$ cat config.mk
export PLATFORM = sky130hd
export DESIGN_NAME = time_counter_gen
export DESIGN_NICKNAME = d
export VERILOG_FILES = /design/src/rtl/time_counter_gen.sv
export SDC_FILE = /design/constraint.sdc
export NUM_CORES = 1
export LEC_CHECK = 0
export CAP_MARGIN = 20
export CORE_MARGIN = 2
export CORE_UTILIZATION = 23
export CTS_CLUSTER_SIZE = 16
export DETAILED_ROUTE_END_ITERATION = 6
export HOLD_SLACK_MARGIN = 0.1
export PLACE_DENSITY = 0.46
export SYNTH_ARGS = -nofsm -noshare
export SYNTH_HDL_FRONTEND = slang
export SYNTH_SLANG_ARGS = --single-unit
export TNS_END_PERCENT = 1
$ cat constraint.sdc
create_clock -name clk -period 5.4 [get_ports clk]
set_clock_uncertainty 0.2 [all_clocks]
set_input_delay 0.54 -clock clk [delete_from_list [all_inputs] [get_ports clk]]
set_output_delay 0.54 -clock clk [all_outputs]
set_load 0.05 [all_outputs]
$ cat src/rtl/time_counter_gen.sv
// Time-of-day counter: six BCD digits HH:MM:SS, advanced once per PRESCALE ticks,
// with validated loads, hold, 12/24h display and rollover strobes. Optional macro: TIME_CNT_DOWN_EN.
module time_counter_gen #(
  parameter int PRESCALE = 1
) (
  input  logic        clk,
  input  logic        reset,
  input  logic        tick,
  input  logic        load,
  input  logic [23:0] load_time,
  input  logic        hold,
  input  logic        mode_12h,
`ifdef TIME_CNT_DOWN_EN
  input  logic        count_down,
`endif
  output logic [23:0] time_out,
  output logic        pm,
  output logic        sec_pulse,
  output logic        min_pulse,
  output logic        day_pulse,
  output logic        load_err
);

  localparam int PCNT_W = (PRESCALE > 1) ? $clog2(PRESCALE) : 1;
  localparam logic [PCNT_W-1:0] PCNT_LAST = PCNT_W'(PRESCALE - 1);

  logic [3:0] hr_ms_reg, hr_ls_reg, min_ms_reg, min_ls_reg, sec_ms_reg, sec_ls_reg;
  logic [3:0] hr_ms_next, hr_ls_next, min_ms_next, min_ls_next, sec_ms_next, sec_ls_next;
  logic [PCNT_W-1:0] pcnt_reg;
  logic wrap_sec, wrap_day, down, load_ok;
  logic [5:0] digit_ok;
  logic [3:0] disp_hr_ms, disp_hr_ls;

`ifdef TIME_CNT_DOWN_EN
  assign down = count_down;
`else
  assign down = 1'b0;
`endif

  genvar gi;
  generate
    for (gi = 0; gi < 6; gi++) begin : g_digit_ok
      assign digit_ok[gi] = (load_time[gi*4 +: 4] <= 4'd9);
    end
  endgenerate

  assign load_ok = (&digit_ok) && (load_time[23:20] <= 4'd2) &&
                   !(load_time[23:20] == 4'd2 && load_time[19:16] > 4'd3) &&
                   (load_time[15:12] <= 4'd5) && (load_time[7:4] <= 4'd5);

  // One-second step in either direction; wrap flags feed the minute/day strobes.
  always_comb begin
    hr_ms_next  = hr_ms_reg;
    hr_ls_next  = hr_ls_reg;
    min_ms_next = min_ms_reg;
    min_ls_next = min_ls_reg;
    sec_ms_next = sec_ms_reg;
    sec_ls_next = sec_ls_reg;
    wrap_sec    = 1'b0;
    wrap_day    = 1'b0;
    if (!down) begin
      if (sec_ls_reg != 4'd9) sec_ls_next = sec_ls_reg + 4'd1;
      else begin
        sec_ls_next = 4'd0;
        if (sec_ms_reg != 4'd5) sec_ms_next = sec_ms_reg + 4'd1;
        else begin
          sec_ms_next = 4'd0;
          wrap_sec    = 1'b1;
          if (min_ls_reg != 4'd9) min_ls_next = min_ls_reg + 4'd1;
          else begin
            min_ls_next = 4'd0;
            if (min_ms_reg != 4'd5) min_ms_next = min_ms_reg + 4'd1;
            else begin
              min_ms_next = 4'd0;
              if (hr_ms_reg == 4'd2 && hr_ls_reg == 4'd3) begin
                hr_ms_next = 4'd0;
                hr_ls_next = 4'd0;
                wrap_day   = 1'b1;
              end else if (hr_ls_reg == 4'd9) begin
                hr_ls_next = 4'd0;
                hr_ms_next = hr_ms_reg + 4'd1;
              end else hr_ls_next = hr_ls_reg + 4'd1;
            end
          end
        end
      end
    end else begin
      if (sec_ls_reg != 4'd0) sec_ls_next = sec_ls_reg - 4'd1;
      else begin
        sec_ls_next = 4'd9;
        if (sec_ms_reg != 4'd0) sec_ms_next = sec_ms_reg - 4'd1;
        else begin
          sec_ms_next = 4'd5;
          wrap_sec    = 1'b1;
          if (min_ls_reg != 4'd0) min_ls_next = min_ls_reg - 4'd1;
          else begin
            min_ls_next = 4'd9;
            if (min_ms_reg != 4'd0) min_ms_next = min_ms_reg - 4'd1;
            else begin
              min_ms_next = 4'd5;
              if (hr_ms_reg == 4'd0 && hr_ls_reg == 4'd0) begin
                hr_ms_next = 4'd2;
                hr_ls_next = 4'd3;
                wrap_day   = 1'b1;
              end else if (hr_ls_reg == 4'd0) begin
                hr_ls_next = 4'd9;
                hr_ms_next = hr_ms_reg - 4'd1;
              end else hr_ls_next = hr_ls_reg - 4'd1;
            end
          end
        end
      end
    end
  end

  always_ff @(posedge clk) begin
    if (reset) begin
      {hr_ms_reg, hr_ls_reg, min_ms_reg, min_ls_reg, sec_ms_reg, sec_ls_reg} <= 24'h0;
      pcnt_reg  <= '0;
      sec_pulse <= 1'b0;
      min_pulse <= 1'b0;
      day_pulse <= 1'b0;
      load_err  <= 1'b0;
    end else begin
      sec_pulse <= 1'b0;
      min_pulse <= 1'b0;
      day_pulse <= 1'b0;
      load_err  <= 1'b0;
      if (load) begin
        if (load_ok) begin
          {hr_ms_reg, hr_ls_reg, min_ms_reg, min_ls_reg, sec_ms_reg, sec_ls_reg} <= load_time;
          pcnt_reg <= '0;
        end else begin
          load_err <= 1'b1;
        end
      end else if (!hold && tick) begin
        if (pcnt_reg == PCNT_LAST) begin
          pcnt_reg   <= '0;
          hr_ms_reg  <= hr_ms_next;
          hr_ls_reg  <= hr_ls_next;
          min_ms_reg <= min_ms_next;
          min_ls_reg <= min_ls_next;
          sec_ms_reg <= sec_ms_next;
          sec_ls_reg <= sec_ls_next;
          sec_pulse  <= 1'b1;
          min_pulse  <= wrap_sec;
          day_pulse  <= wrap_day;
        end else begin
          pcnt_reg <= pcnt_reg + PCNT_W'(1);
        end
      end
    end
  end

  assign pm = (hr_ms_reg == 4'd2) || (hr_ms_reg == 4'd1 && hr_ls_reg >= 4'd2);

  // 12h mapping done digit-wise in BCD: 00->12, 13-19->01-07, 20-21->08-09, 22-23->10-11.
  always_comb begin
    disp_hr_ms = hr_ms_reg;
    disp_hr_ls = hr_ls_reg;
    if (mode_12h) begin
      if (hr_ms_reg == 4'd0 && hr_ls_reg == 4'd0) begin
        disp_hr_ms = 4'd1;
        disp_hr_ls = 4'd2;
      end else if (hr_ms_reg == 4'd1 && hr_ls_reg >= 4'd3) begin
        disp_hr_ms = 4'd0;
        disp_hr_ls = hr_ls_reg - 4'd2;
      end else if (hr_ms_reg == 4'd2 && hr_ls_reg <= 4'd1) begin
        disp_hr_ms = 4'd0;
        disp_hr_ls = hr_ls_reg + 4'd8;
      end else if (hr_ms_reg == 4'd2) begin
        disp_hr_ms = 4'd1;
        disp_hr_ls = hr_ls_reg - 4'd2;
      end
    end
  end

  assign time_out = {disp_hr_ms, disp_hr_ls, min_ms_reg, min_ls_reg, sec_ms_reg, sec_ls_reg};

endmodule

Yosys cells after proc, flatten, opt, wreduce, memory -nomap -nowiden --
Index checks and enable logic that the tools add are counted.
Cells by class: bitwise logic cells 2, order comparisons 13, mux-type cells 64, reductions and logical operators 30, divide/modulo/power cells 0, add/subtract/negate cells 9, shifts and indexed selects 0, equality and inequality tests 15, multipliers 0
Operators with widths (number):
- two-way mux 4 bit | 56
- adder 4 x 1 -> 4 bit, second input constant | 6
- less-or-equal comparator 4 bit, second input constant | 6
- equality test 4 x 2 -> 1 bit, second input constant | 3
- AND reduction 6 bit | 2
- logical AND 1 bit | 11
- != test 2 bit, second input constant | 5
- >= comparator 4 x 2 -> 1 bit, second input constant | 2
- less-or-equal comparator 4 x 3 -> 1 bit, second input constant | 2
- zero test 4 bit | 2
- two-way mux 1 bit | 8
- != test 4 x 3 -> 1 bit, second input constant | 2
- != test 4 bit, second input constant | 2
- AND reduction 8 bit | 1
- OR reduction 8 bit | 1
- AND reduction 7 bit | 1
- AND reduction 5 bit | 1
- OR reduction 5 bit | 1
- adder 4 bit, second input constant | 1
- equality test 4 x 1 -> 1 bit, second input constant | 1
- equality test 4 bit, second input constant | 1
- greater-than comparator 4 x 2 -> 1 bit, second input constant | 1
- less-or-equal comparator 4 x 1 -> 1 bit, second input constant | 1
- less-or-equal comparator 4 x 2 -> 1 bit, second input constant | 1
- 13 further kinds | 15
Word-level totals: logic and storage cells 144, bits of input ports 30, bits in latches 0, memory bits (writable) 0, memories 0, bits in registers 29, bits in read-only memories 0

Depth between registers and ports, before layout --
word-level depth 10, mapped depth 7, depth with buffers taken out 7

Worst setup path before layout --
No wires, ideal clock.
path kind register to output, start register hr_ms_reg[1], end output time_out[19], slack 2.227 ns, arrival time 2.433 ns, stages on the path, launching flop included 8, path buffers 0, cell sequence dfxtp_1 inv_1 ha_1 or3b_2 a21oi_1 o21ai_0 a211oi_1 a2bb2oi_1
Between the ends: word-level cells in the longest chain between the ends 6, elaborated cells between the ends (all ways) 11
Ends and longest elaborated chain:
- start, declared | RTL line 27 | logic [3:0] hr_ms_reg, hr_ls_reg, min_ms_reg, min_ls_reg, sec_ms_reg, sec_ls_reg;
- start signal, assigned | RTL line 131 | {hr_ms_reg, hr_ls_reg, min_ms_reg, min_ls_reg, sec_ms_reg, sec_ls_reg} <= load_time;
- start signal, assigned | RTL line 139 | hr_ms_reg <= hr_ms_next;
- equality test 4 x 2 -> 1 bit | RTL line 168, 171
- two-way mux 4 bit / logical AND 1 bit (equally long branches) | RTL line 171, 168
- two-way mux 4 bit | RTL line 168 | end else if (hr_ms_reg == 4'd2 && hr_ls_reg <= 4'd1) begin
- two-way mux 4 bit | RTL line 165 | end else if (hr_ms_reg == 4'd1 && hr_ls_reg >= 4'd3) begin
- two-way mux 4 bit * | RTL line 162 | if (hr_ms_reg == 4'd0 && hr_ls_reg == 4'd0) begin
- two-way mux 4 bit * | RTL line 161 | if (mode_12h) begin
- end, declared | RTL line 16 | output logic [23:0] time_out,
Mark *: on every way between the ends. The rest lies on a longest branch, timed or not.

Final worst setup path --
start register hr_ms_reg[0], end output time_out[19]
The elaborated chain is that of the path after synthesis.

==> impl_metrics.json <==
{
  "cts-root-buf": "clkbuf_8",
  "nets": 341,
  "clk_pin_slew_ns": 0.11,
  "synth.net_count": 293,
  "cp-end-kind": "output port",
  "rsz0062_at_grt": "no",
  "finalCritPeriodShare_pct": 71.3,
  "path_class": "reg -> out",
  "cts_resized": 0,
  "slew_viol_final": 0,
  "synthMuxAreaShare_pct": 2.00,
  "yosys.area.top_type": "dfxtp_1",
  "die_y_um": 97.2,
  "routedWlPerCell_um": 15.2,
  "ys_ff_latch": 28,
  "synth_adder_area_share_pct": 3.76,
  "grt_overflow_total": 0,
  "tightest_slew_ns": 0.664,
  "synth_top_area_share_pct": 28.1,
  "antenna_left": 0,
  "io_buffers": 58,
  "hold_class": "reg -> reg",
  "synthXorXnorAreaFrac_pct": 1.31,
  "postCtsSetupRepairBufs": 0,
  "synth_top_family_by_area": "compound AO/OA/AOI/OAI gates",
  "clock-sinks": 28,
  "crit_fanout": 6,
  "h-tree-depth": 1,
  "diodes": 0,
  "die_area_sq_mm": 0.00945,
  "seq_area_frac_synth_pct": 28.1,
  "slew_headroom_pct": 55.3,
  "syn_area_per_cell_sq_um": 7.77,
  "fin_tns_setup_ns": 0,
  "synth_area_leaders": "dfxtp_1, nand2_1, o21ai_0, a21oi_1, ha_1",
  "synthCells": 257,
  "synth_compound_area_share_pct": 31.2,
  "synth_edf_count": 0,
  "hold_viol": 0,
  "clk_path_buf_depth": 2,
  "area_growth_pct": 35.4,
  "cts_made_buffers": 3,
  "synth_simple_gate_area_share_pct": 27.1,
  "p_leak_nw": 0.903,
  "layout_min_cycle_time_ns": 3.85,
  "crit_arrival_ns": 3.11,
  "insertion_delay_ns": 0.28,
  "dr.pass1.iters": 4,
  "drv_cap": 0,
  "drcViolationCount": 0,
  "start_util_pct": 23.4,
  "cp.required_ns": 4.66,
  "cp-start-kind": "flop",
  "power.density_mw_per_mm2": 155,
  "yosysUniqueCellTypes": 61,
  "fin_util_pct": 31.6,
  "synth_warnings": 0,
  "fmax_ghz": 0.260,
  "die_width_um": 97.2,
  "vias": 2096,
  "gp_congestion": 0.808,
  "grt_pass1_vias": 1988,
  "rows": 34,
  "wl_mm": 6.28,
  "p_total_mw": 0.419,
  "antenna_found_initial": 0,
  "core_area_sq_mm": 0.00855,
  "grt_max_degree": 42,
  "ys_async_sr_fraction_pct": 0,
  "cts_tree": "built",
  "status": "completed",
  "synth_ff_type": "dfxtp_1",
  "drtIter0Drc": 76,
  "grt_pass1_wl_mm": 10.2,
  "dpl.hpwl_mm": 4.58,
  "track_usage_pct": 13.0,
  "vdd_ir_drop_max_uv": 62.0,
  "setup_violations": 0,
  "via_per_inst": 5.09,
  "cts_hold_buf": 0,
  "io_pins": 59,
  "synth_area_sq_mm": 0.00200,
  "drive_gt1_share_pct": 5.26
}
[per-stage QoR]
step	cells	setup slack, ns	hold slack (ns)	instance area, sq um
2_1_floorplan	257	2.23	0.288	2000
3_3_place_gp	408	1.96	0.327	2650
3_5_place_dp	408	1.90	0.319	2650
4_1_cts	412	1.58	0.337	2710
5_1_grt	412	1.34	0.369	2710
6_report	412	1.55	0.344	2710
[routing by layer]
metal	GRT usage, %	vias up	share of wire (%)
met3	2.52	2	3.9
li1	-	1054	-
met2	21.6	48	48
met1	17.9	992	48
met5	0	-	0
met4	1.63	0	0.19
[area by class of cell]
class / count / area [sq um]
Sequential cell: 28 / 561
Multi-Input combinational cell: 198 / 1310
Fill cell: 932 / 5850
Timing Repair Buffer: 60 / 596
Clock buffer: 4 / 55.1
Inverter: 14 / 52.6
Tap cell: 108 / 135
[kinds of logic (layout without fill, tap and decap cells)]
group,after synthesis,count (layout)
multiplexers,4,4
AND/OR/NAND/NOR,98,98
buffers and inverters,31,78
XOR/XNOR,3,3
adder cells (fa/ha/maj),6,6
AO/OA/AOI/OAI,87,87
flip-flops,28,28
[report_power, final]
group,internal [mW],switching (mW)
clock network,0.0655,0.0742
logic,0.0320,0.0376
registers,0.208,0.00152
total,0.305,0.113
[layout by cell type, fill, tap and decap left out, types with 3 or more instances in the layout]
master | Yosys | routed
a211oi_1 | 7 | 7
a21o_1 | 3 | 3
a21oi_1 | 15 | 15
a22o_1 | 5 | 5
a22oi_1 | 3 | 3
a31oi_1 | 4 | 4
a32o_1 | 5 | 5
and3_1 | 3 | 3
clkbuf_8 | 0 | 4
clkdlybuf4s50_1 | 0 | 58
dfxtp_1 | 28 | 28
ha_1 | 6 | 6
inv_1 | 14 | 14
mux2i_1 | 4 | 4
nand2_1 | 26 | 26
nand2b_1 | 5 | 5
nand3_1 | 10 | 10
nand4_1 | 3 | 3
nor2_1 | 16 | 16
nor2b_1 | 5 | 5
nor3_1 | 7 | 7
nor3b_1 | 3 | 3
nor4_1 | 4 | 4
o21ai_0 | 16 | 16
xnor2_1 | 3 | 3
[worst max-delay path: stages, from the launching register on]
cell and delay [ns]:
dfxtp_1 0.37, inv_1 0.14, ha_1 0.16, nor3b_1 0.56, o21ai_0 0.34, a211oi_1 0.28
a2bb2oi_1 0.17, clkdlybuf4s50_1 0.81
[final timing paths]
path / from / to / slack [ns] / cells past startpoint
worst max-delay path: hr_ms_reg[0]$_SDFFE_PP0P_ / time_out[19] / 1.55 / 7
worst min-delay path: min_ms_reg[3]$_SDFFE_PP0P_ / min_ms_reg[3]$_SDFFE_PP0P_ / 0.34 / 2
worst max register to register: sec_ms_reg[0]$_SDFFE_PP0P_ / hr_ms_reg[3]$_SDFFE_PP0P_ / 2.85 / 5
worst min register to register: min_ms_reg[3]$_SDFFE_PP0P_ / min_ms_reg[3]$_SDFFE_PP0P_ / 0.34 / 2
[cell usage after synthesis, drive strengths merged (3+ instances only)]
library cell  instances
a22o                  5
dfxtp                28
xnor2                 3
and4bb                3
nand3                10
nor3b                 3
nor2                 16
buf                   5
a22oi                 3
a21oi                15
clkbuf               12
o21ai                17
nand2b                5
ha                    6
nor3                  7
inv                  14
a31oi                 4
a21o                  3
nor4                  4
nor2b                 5
a211oi                8
mux2i                 4
and3                  3
nand2                26
a32o                  5
nand4                 4
Power figures use the tool's default switching activity.
